## src/rtl/cpu_mem_pkg.sv

```systemverilog
// Shared constants and helpers for the CPU-side memory blocks.
package cpu_mem_pkg;

  localparam int DEF_WIDTH = 8;
  localparam int DEF_DEPTH = 16;

  // Address width needed to index n entries (at least 1 bit).
  function automatic int clog2(input int n);
    int r;
    r = 1;
    for (int i = 1; i < 31; i++) begin
      if ((1 << i) < n) r = i + 1;
    end
    return r;
  endfunction

endpackage

```

## src/rtl/cpu_mem_valid_ctr.sv

```systemverilog
// Per-word valid bits with a registered occupancy count and full flag.
module cpu_mem_valid_ctr
  import cpu_mem_pkg::*;
#(
  parameter int DEPTH = DEF_DEPTH,
  localparam int AW = clog2(DEPTH)
) (
  input  logic             clk,
  input  logic             rst,
  input  logic             i_clr,
  input  logic             i_set,
  input  logic [AW-1:0]    i_set_idx,
  output logic [DEPTH-1:0] o_valid,
  output logic [AW:0]      o_count,
  output logic             o_full
);

  localparam logic [AW:0] DEPTH_C = (AW+1)'(DEPTH);

  logic [DEPTH-1:0] r_valid;
  logic [AW:0]      r_count;
  logic             r_full;
  logic             w_new;
  logic [AW:0]      w_count_nxt;

  // Only a first write to a word changes occupancy, so count saturates at DEPTH.
  always_comb begin
    w_new       = i_set && !r_valid[i_set_idx];
    w_count_nxt = r_count + {{AW{1'b0}}, w_new};
  end

  always_ff @(posedge clk) begin
    if (rst || i_clr) begin
      r_valid <= '0;
      r_count <= '0;
      r_full  <= 1'b0;
    end else if (w_new) begin
      r_valid[i_set_idx] <= 1'b1;
      r_count            <= w_count_nxt;
      r_full             <= (w_count_nxt == DEPTH_C);
    end
  end

  assign o_valid = r_valid;
  assign o_count = r_count;
  assign o_full  = r_full;

endmodule

```

## src/rtl/cpu_mem_bank.sv

```systemverilog
// DEPTH x WIDTH word store: strobed writes (addressed or pointer-sequential),
// enable-gated registered read with hold, valid tracking and range errors.
module cpu_mem_bank
  import cpu_mem_pkg::*;
#(
  parameter int WIDTH  = DEF_WIDTH,
  parameter int DEPTH  = DEF_DEPTH,
  parameter int BYPASS = 1,
  localparam int AW    = clog2(DEPTH)
) (
  input  logic             clk,
  input  logic             rst,
  input  logic             s,
  input  logic             seq,
  input  logic [AW-1:0]    addr_w,
  input  logic [WIDTH-1:0] d,
  input  logic             e,
  input  logic [AW-1:0]    addr_r,
  input  logic             clr,
  output logic [WIDTH-1:0] q,
  output logic             q_valid,
  output logic             q_hit,
  output logic             addr_err,
  output logic [AW:0]      count,
  output logic             full,
  output logic [AW-1:0]    wptr
);

  localparam logic [AW:0]   DEPTH_C = (AW+1)'(DEPTH);
  localparam logic [AW-1:0] LAST_C  = AW'(DEPTH - 1);

  logic [WIDTH-1:0] r_mem [DEPTH];
  logic [WIDTH-1:0] r_q;
  logic             r_q_valid;
  logic             r_q_hit;
  logic             r_addr_err;
  logic [AW-1:0]    r_wptr;

  logic [AW-1:0]    w_waddr;
  logic             w_wr_in_range;
  logic             w_rd_in_range;
  logic             w_wr;
  logic             w_bypass;
  logic [DEPTH-1:0] w_valid;

  always_comb begin
    w_waddr       = seq ? r_wptr : addr_w;
    w_wr_in_range = ({1'b0, w_waddr} < DEPTH_C);
    w_rd_in_range = ({1'b0, addr_r} < DEPTH_C);
    w_wr          = s && !clr && w_wr_in_range;
    w_bypass      = (BYPASS != 0) && w_wr && (w_waddr == addr_r);
  end

  cpu_mem_valid_ctr #(.DEPTH(DEPTH)) u_valid (
    .clk       (clk),
    .rst       (rst),
    .i_clr     (clr),
    .i_set     (w_wr),
    .i_set_idx (w_waddr),
    .o_valid   (w_valid),
    .o_count   (count),
    .o_full    (full)
  );

  // Storage stage: contents survive rst/clr; the valid bits mask stale words.
  always_ff @(posedge clk) begin
    if (w_wr) r_mem[w_waddr] <= d;
  end

  // Read/pointer stage: read sees pre-write, pre-clear state unless bypassing.
  always_ff @(posedge clk) begin
    if (rst) begin
      r_q        <= '0;
      r_q_valid  <= 1'b0;
      r_q_hit    <= 1'b0;
      r_addr_err <= 1'b0;
      r_wptr     <= '0;
    end else begin
      r_q_valid  <= e;
      r_addr_err <= (s && !clr && !w_wr_in_range) || (e && !w_rd_in_range);
      if (clr) begin
        r_wptr <= '0;
      end else if (s && seq) begin
        r_wptr <= (r_wptr == LAST_C) ? '0 : r_wptr + 1'b1;
      end
      if (e) begin
        if (!w_rd_in_range) begin
          r_q     <= '0;
          r_q_hit <= 1'b0;
        end else if (w_bypass) begin
          r_q     <= d;
          r_q_hit <= 1'b1;
        end else if (w_valid[addr_r]) begin
          r_q     <= r_mem[addr_r];
          r_q_hit <= 1'b1;
        end else begin
          r_q     <= '0;
          r_q_hit <= 1'b0;
        end
      end
    end
  end

  assign q        = r_q;
  assign q_valid  = r_q_valid;
  assign q_hit    = r_q_hit;
  assign addr_err = r_addr_err;
  assign wptr     = r_wptr;

endmodule

```

## config.mk

```make
export PLATFORM = sky130hd
export DESIGN_NAME = cpu_mem_bank
export DESIGN_NICKNAME = d
export VERILOG_FILES = /design/src/rtl/cpu_mem_pkg.sv /design/src/rtl/cpu_mem_valid_ctr.sv /design/src/rtl/cpu_mem_bank.sv
export SDC_FILE = /design/constraint.sdc
export NUM_CORES = 1
export LEC_CHECK = 0
export ABC_AREA = 1
export CAP_MARGIN = 20
export CORE_UTILIZATION = 60
export CTS_BUF_LIST = sky130_fd_sc_hd__clkbuf_8
export DETAILED_ROUTE_END_ITERATION = 8
export PLACE_DENSITY = 0.77
export SYNTH_ARGS = -nofsm -noshare
export SYNTH_HDL_FRONTEND = slang
export SYNTH_HIERARCHICAL = 1
export SYNTH_SLANG_ARGS = --single-unit
```

## constraint.sdc

```tcl
create_clock -name clk -period 5 [get_ports clk]
set_input_delay 1.25 -clock clk [delete_from_list [all_inputs] [get_ports clk]]
set_output_delay 1.25 -clock clk [all_outputs]
set_load 0.05 [all_outputs]
```

# == Yosys cells after proc, flatten, opt, wreduce, memory -nomap -nowiden ==
# Memory sizes are Yosys's and may differ from the RTL's.
# Cells that the tools add are included.
# totals
romBits,0
out_inout_bits,21
ram_bits,128
reg_bits,36
latch_bits,0
word_cells,40
n_memories,1
# memory_table
memory,depth,word_bits,read_ports,rd_ports_with_merged_regs,write_ports,line_no,source
r_mem,16,8,1,0,1,cpu_mem_bank.sv:32,logic [WIDTH-1:0] r_mem [DEPTH];
# op_classes
addsub,2
eq_ne,3
n_shift,0
reduce_logical,9
n_lt_le_gt_ge,3
mux,14
bitwise,1
mul,0
n_div,0
# ops
op,count
8-bit 2-to-1 mux,2
16-bit OR,1
4-bit by 5-bit less-than comparator with 1-bit output (second input constant),2
1-bit binary-select mux with 4-bit select,2
4-bit 2-to-1 mux,2
1-bit 2-to-1 mux,7
5-bit by 1-bit adder with 5-bit output,1
5-bit == test (second input constant),1
1-bit logical AND,5
4-bit by 1-bit adder with 4-bit output (second input constant),1
1-bit demux with 4-bit select,1
4-bit == test,1
4-bit == test (second input constant),1
4-bit by 1-bit greater-or-equal comparator with 1-bit output (second input constant),1
1-bit logical NOT,2
2-bit OR reduction,1
1-bit logical OR,1

# == Depth between registers and ports, before layout ==
# logic_depth
ltp_word,7
depth_mapped,21
mapped_depth_nobuf,20

# == By module ==
# The synthesis kept the hierarchy.
# by_module_without_submodules
mod,n_inst,seq_area_each_um2,area_each_um2,cells_per_inst
cpu_mem_bank,1,4124.0,6621.4,713
cpu_mem_valid_ctr,1,440.4,1302.5,192

# == Worst setup path after synthesis ==
# No wires, ideal clock.
# synth_path
path_type,input port to flip-flop
from,input seq
to,register u_valid.r_full (netlist: u_valid/o_full)
arrival_time_ns,3.429
setup_ns,0.072
cell_stages,19
path_slack_ns,1.499
path_cell_list,inv_2 -> nand2_1 -> nand2_1 -> inv_1 -> buf_6 -> nand3_1 -> nand2_2 -> o21bai_4 -> nand3_4 -> nor2_8 -> buf_6 -> ha_1 -> ha_1 -> nand3_1 -> xnor2_1 -> inv_1 -> nor2_1 -> nand3_1 -> a21oi_1
# synth_via
elab_chain_cells,7
# synth_rtl
element,line_no,source
start: declaration,cpu_mem_bank.sv:14,"input logic seq,"
4-bit 2-to-1 mux (*),cpu_mem_bank.sv:47,w_waddr = seq ? r_wptr : addr_w;
net w_waddr[0],cpu_mem_bank.sv:39,logic [AW-1:0] w_waddr;
1-bit binary-select mux with 4-bit select (*),cpu_mem_valid_ctr.sv:28,w_new = i_set && !r_valid[i_set_idx];
1-bit 2-to-1 mux (implied by the code) (*),cpu_mem_valid_ctr.sv:28,
1-bit logical NOT (*),cpu_mem_valid_ctr.sv:28,
1-bit logical AND (*),cpu_mem_valid_ctr.sv:28,
net u_valid.w_new,cpu_mem_valid_ctr.sv:23,logic w_new;
5-bit by 1-bit adder with 5-bit output,cpu_mem_valid_ctr.sv:29,"w_count_nxt = r_count + {{AW{1'b0}}, w_new};"
5-bit == test,cpu_mem_valid_ctr.sv:40,r_full <= (w_count_nxt == DEPTH_C);
end signal: assignment,cpu_mem_valid_ctr.sv:40,
end: declaration,cpu_mem_valid_ctr.sv:22,logic r_full;
# The timed path passes the listed nets; every way through them passes the cells marked *. The select of a mux whose other input is x is not followed.
# A chain may end at the register's enable or synchronous reset.

# == Worst setup path after layout ==
# layout_path
from,input seq
to,register u_valid.r_full (netlist: u_valid/o_full)
# layout_via
elab_chain_cells,7
# layout_rtl
element,line_no
4-bit 2-to-1 mux (*),cpu_mem_bank.sv:47
net w_waddr[0],cpu_mem_bank.sv:39
1-bit binary-select mux with 4-bit select (*),cpu_mem_valid_ctr.sv:28
1-bit 2-to-1 mux (implied by the code) (*),cpu_mem_valid_ctr.sv:28
1-bit logical NOT (*),cpu_mem_valid_ctr.sv:28
1-bit logical AND (*),cpu_mem_valid_ctr.sv:28
5-bit by 1-bit adder with 5-bit output,cpu_mem_valid_ctr.sv:29
5-bit == test,cpu_mem_valid_ctr.sv:40
# Marks and branches as above.

==> run_results.csv <==
group,metric,value,unit
outcome,outcome,"completed",
die,fp.dieW,117,µm
finish,area_delta_synth_final,10.1,%
detailed_routing,drt-initial-drc-count,422,
placement,hpwl,11.2,mm
clocking,post_cts_buffers,0,
global_routing,grt.total_usage,0.275,
yosys,synth-edff-count,128,
pwr,powerDensity,301,nW/µm²
detailed_routing,ant_nets,0,
worst_setup_path,cpMostUsedCell,"nand3_1",
worst_setup_path,path_buf_inv,5,
yosys,synth_nets,930,
yosys,yosysWarnings,6,
timing,worst_pin_slew,832,ps
hold_path,hp-start,"u_valid/o_valid[15]",
yosys,ys.flop_type,"edfxtp_1",
detailed_routing,firstDrtPassIters,5,
timing,period_needed,3860,ps
clocking,cts_tree,"done",
timing,timing.final.crit_share,0.772,
detailed_routing,drcViolationCount,0,
yosys,synthDistinctLibCells,32,
finish,multiInputGateArea,2560,µm²
worst_setup_path,max_stage_delay,590,ps
global_routing,first_global_vias,5244,
timing,rsz0062_at_grt,"no",
clocking,cts_hold_buf,0,
finish,register_area,4560,µm²
yosys,seq_area_frac_synth,0.576,
clocking,htree_levels,4,
placement,port_buffers,41,
clocking,clockRootBuffer,"clkbuf_8",
clocking,cts.sinks,164,
yosys,netlist_area,7920,µm²
die,std_cell_rows,41,
detailed_routing,drt-total-wl,17.4,mm
worst_setup_path,reg2reg_depth,18,
pwr,p_leak,3.65,nW
clocking,clockBufferDepth,2,
timing,report.final.setup_viol,0,
placement,dpl_cell_area,8380,µm²
worst_setup_path,critPathArrivalTime,4220,ps
timing,tns,0,ps
worst_setup_path,worst-path-max-fanout,17,
worst_setup_path,crit_type,"input pin to flip-flop",
timing,max_freq,259,MHz
die,design.core.area,12800,µm²
global_routing,grt_max_degree,74,
hold_path,min_to,"u_valid/o_valid[15]",
job,cap_violations,0,
worst_setup_path,critPathRequiredTime,5360,ps
clocking,cts_resized,0,
detailed_routing,vias,5835,
finish,drive_above_1_share,0.0918,
worst_setup_path,reg2reg_from,"wptr[0]",
detailed_routing,via_per_inst,5.21,
placement,finalWeightedCongestion,0.870,
yosys,avgSynthCellArea,8.76,µm²
timing,max-slew-margin-rel,0.443,
finish,nFillCells,1025,
die,start_util,0.620,
clocking,path_clk_slew,80,ps
worst_setup_path,slowest_stage,"clkdlybuf4s50_1",
finish,post-route-cell-area,8720,µm²
worst_setup_path,endpoint_kind,"flip-flop",
yosys,synthArstFlopShare,0,
hold_path,whs_path_depth,2,
die,die-area,13700,µm²
global_routing,grt_overflow,0,
worst_setup_path,timing.rr.end,"u_valid/o_full",
hold_path,hp-class,"flip-flop to flip-flop",
die,io_pins,43,
finish,diodes,0,
worst_setup_path,crit_chain,"clkdlybuf4s50_1, inv_2, nand2_1, nand2_1, inv_1, inv_2, nand3_1, nand2_2, o21bai_4, nand3_4, nor2_8, ha_1, ha_1, nand3_1, xnor2_1, inv_1, nor2_1, nand3_1, a21oi_1",
worst_setup_path,cp-start-kind,"input pin",
timing,skew,8.21,ps
timing,drv_slew,0,
finish,fin_nets,960,
pwr,ir_drop,174,µV
yosys,synthCells,905,
die,dieHeight,117,µm
worst_setup_path,reg2reg_slack,2130,ps
global_routing,antenna_found_initial,0,
yosys,ys_ff_latch,164,
detailed_routing,detail_route.wl_per_cell,15.6,µm
worst_setup_path,cpLargestDelayFamily,"buffers and inverters",
clocking,cts_buffers,17,
timing,hold_viol,0,
global_routing,grt_pass1_wl,27.1,mm
clocking,clk_latency,450,ps
## metal layers
metal | wire, µm | part of all wire | global-route usage
met1 | 7790 | 0.45 | 0.377
met2 | 8050 | 0.46 | 0.421
met3 | 1050 | 0.060 | 0.0602
met4 | 545 | 0.031 | 0.128
met5 | 0 | 0 | 0
## cells in the mapped netlist (5+ instances only)
cell type | count | area, µm²
a21oi_1 | 8 | 40.0
a21oi_2 | 18 | 158
buf_2 | 8 | 40.0
buf_4 | 8 | 60.1
clkbuf_1 | 16 | 60.1
dfxtp_1 | 36 | 721
edfxtp_1 | 128 | 3840
inv_1 | 152 | 571
nand2_1 | 269 | 1010
nand2_2 | 21 | 131
nand2_4 | 5 | 56.3
nand3_1 | 134 | 671
nor2_1 | 59 | 221
o21ai_0 | 12 | 60.1
## report_power, final
part           internal [W]  switching, W  total [W]
logic             0.0000796      0.000198   0.000278
registers           0.00148    0.00000708    0.00149
clock network      0.000395      0.000463   0.000858
## state kept, by name, summed over array words and instances, names as in the netlist
signal / cells
q: 8
u_valid/o_valid: 16
wptr: 4
q_hit: 1
u_valid/o_count: 5
q_valid: 1
u_valid/o_full: 1
r_mem: 128
## layout make-up
type                            count  area share
Sequential cell                   164       0.523
Clock inverter                     14      0.0113
Clock buffer                       18      0.0284
Timing Repair Buffer               47      0.0516
Tap cell                          172      0.0247
Multi-Input combinational cell    548       0.293
Inverter                          157      0.0676
## stage by stage
| stage | hold WS (ps) | worst slack, ps | power, W | cells | utilization |
|---|---|---|---|---|---|
| final | 470 | 1140 | 0.00263 | 1120 | 0.683 |
| after global routing | 495 | 809 | 0.00272 | 1120 | 0.683 |
| after CTS | 471 | 1170 | 0.00264 | 1120 | 0.683 |
| after detailed placement | 459 | 694 | 0.00180 | 1088 | 0.656 |
| after global placement | 451 | 788 | 0.00179 | 1088 | 0.656 |
| after floorplan | 443 | 1500 | 0.00171 | 905 | - |
## placed cells by master (no fill, tap or decap)
cell / synthesis / layout
clkinv_4: 0 / 1
ha_1: 3 / 3
inv_6: 0 / 1
nor3_1: 1 / 1
conb_1: 1 / 1
nor2_4: 2 / 2
clkinv_2: 0 / 5
nand4_1: 2 / 2
inv_2: 3 / 3
nand2_4: 5 / 5
clkbuf_8: 0 / 18
clkinv_1: 2 / 3
xnor2_1: 3 / 3
o21ai_1: 3 / 3
clkdlybuf4s50_1: 0 / 40
a21oi_2: 18 / 18
nand2_2: 21 / 21
nand3_4: 1 / 1
nor2_1: 59 / 59
a21oi_1: 8 / 8
o21bai_4: 1 / 1
dfxtp_1: 36 / 36
nor4_1: 1 / 1
o21ai_0: 12 / 12
bufinv_16: 0 / 1
clkinvlp_4: 0 / 1
nand3_1: 134 / 134
nand2_1: 269 / 269
buf_2: 8 / 1
inv_1: 152 / 156
o21ai_2: 1 / 1
edfxtp_1: 128 / 128
nor2_8: 1 / 1
xor2_1: 1 / 1
a31oi_1: 1 / 1
buf_4: 8 / 6
## how the worst max path moves through the flow
stage / from / to / slack, ps / cells after the start
after floorplan: seq / u_valid/o_full / 1500 / 19
after global placement: seq / u_valid/o_full / 790 / 21
after detailed placement: seq / u_valid/o_full / 690 / 21
after CTS: seq / u_valid/o_full / 1170 / 19
after global routing: seq / u_valid/o_full / 810 / 21
final: seq / u_valid/o_full / 1140 / 19
## worst register-to-register path, delay by kind of cell (launching register included)
kind	cells	cell delay, ps
compound gates	2	290
xor+xnor	1	150
fa+ha+maj	2	400
buf+inv	4	660
flops	1	440
simple gates	9	850
## logic make-up (layout without fill, tap and decap cells)
kind of cell	after synthesis	in the layout	share of synthesized area
AND/OR/NAND/NOR	496	496	0.274
flip-flops	164	164	0.576
adder cells (fa/ha/maj)	3	3	0.00474
other	1	1	0.000473
buffers and inverters	193	236	0.101
AO/OA/AOI/OAI	44	44	0.0387
XOR/XNOR	4	4	0.00442
No activity file was read; power rests on OpenSTA's default activity.
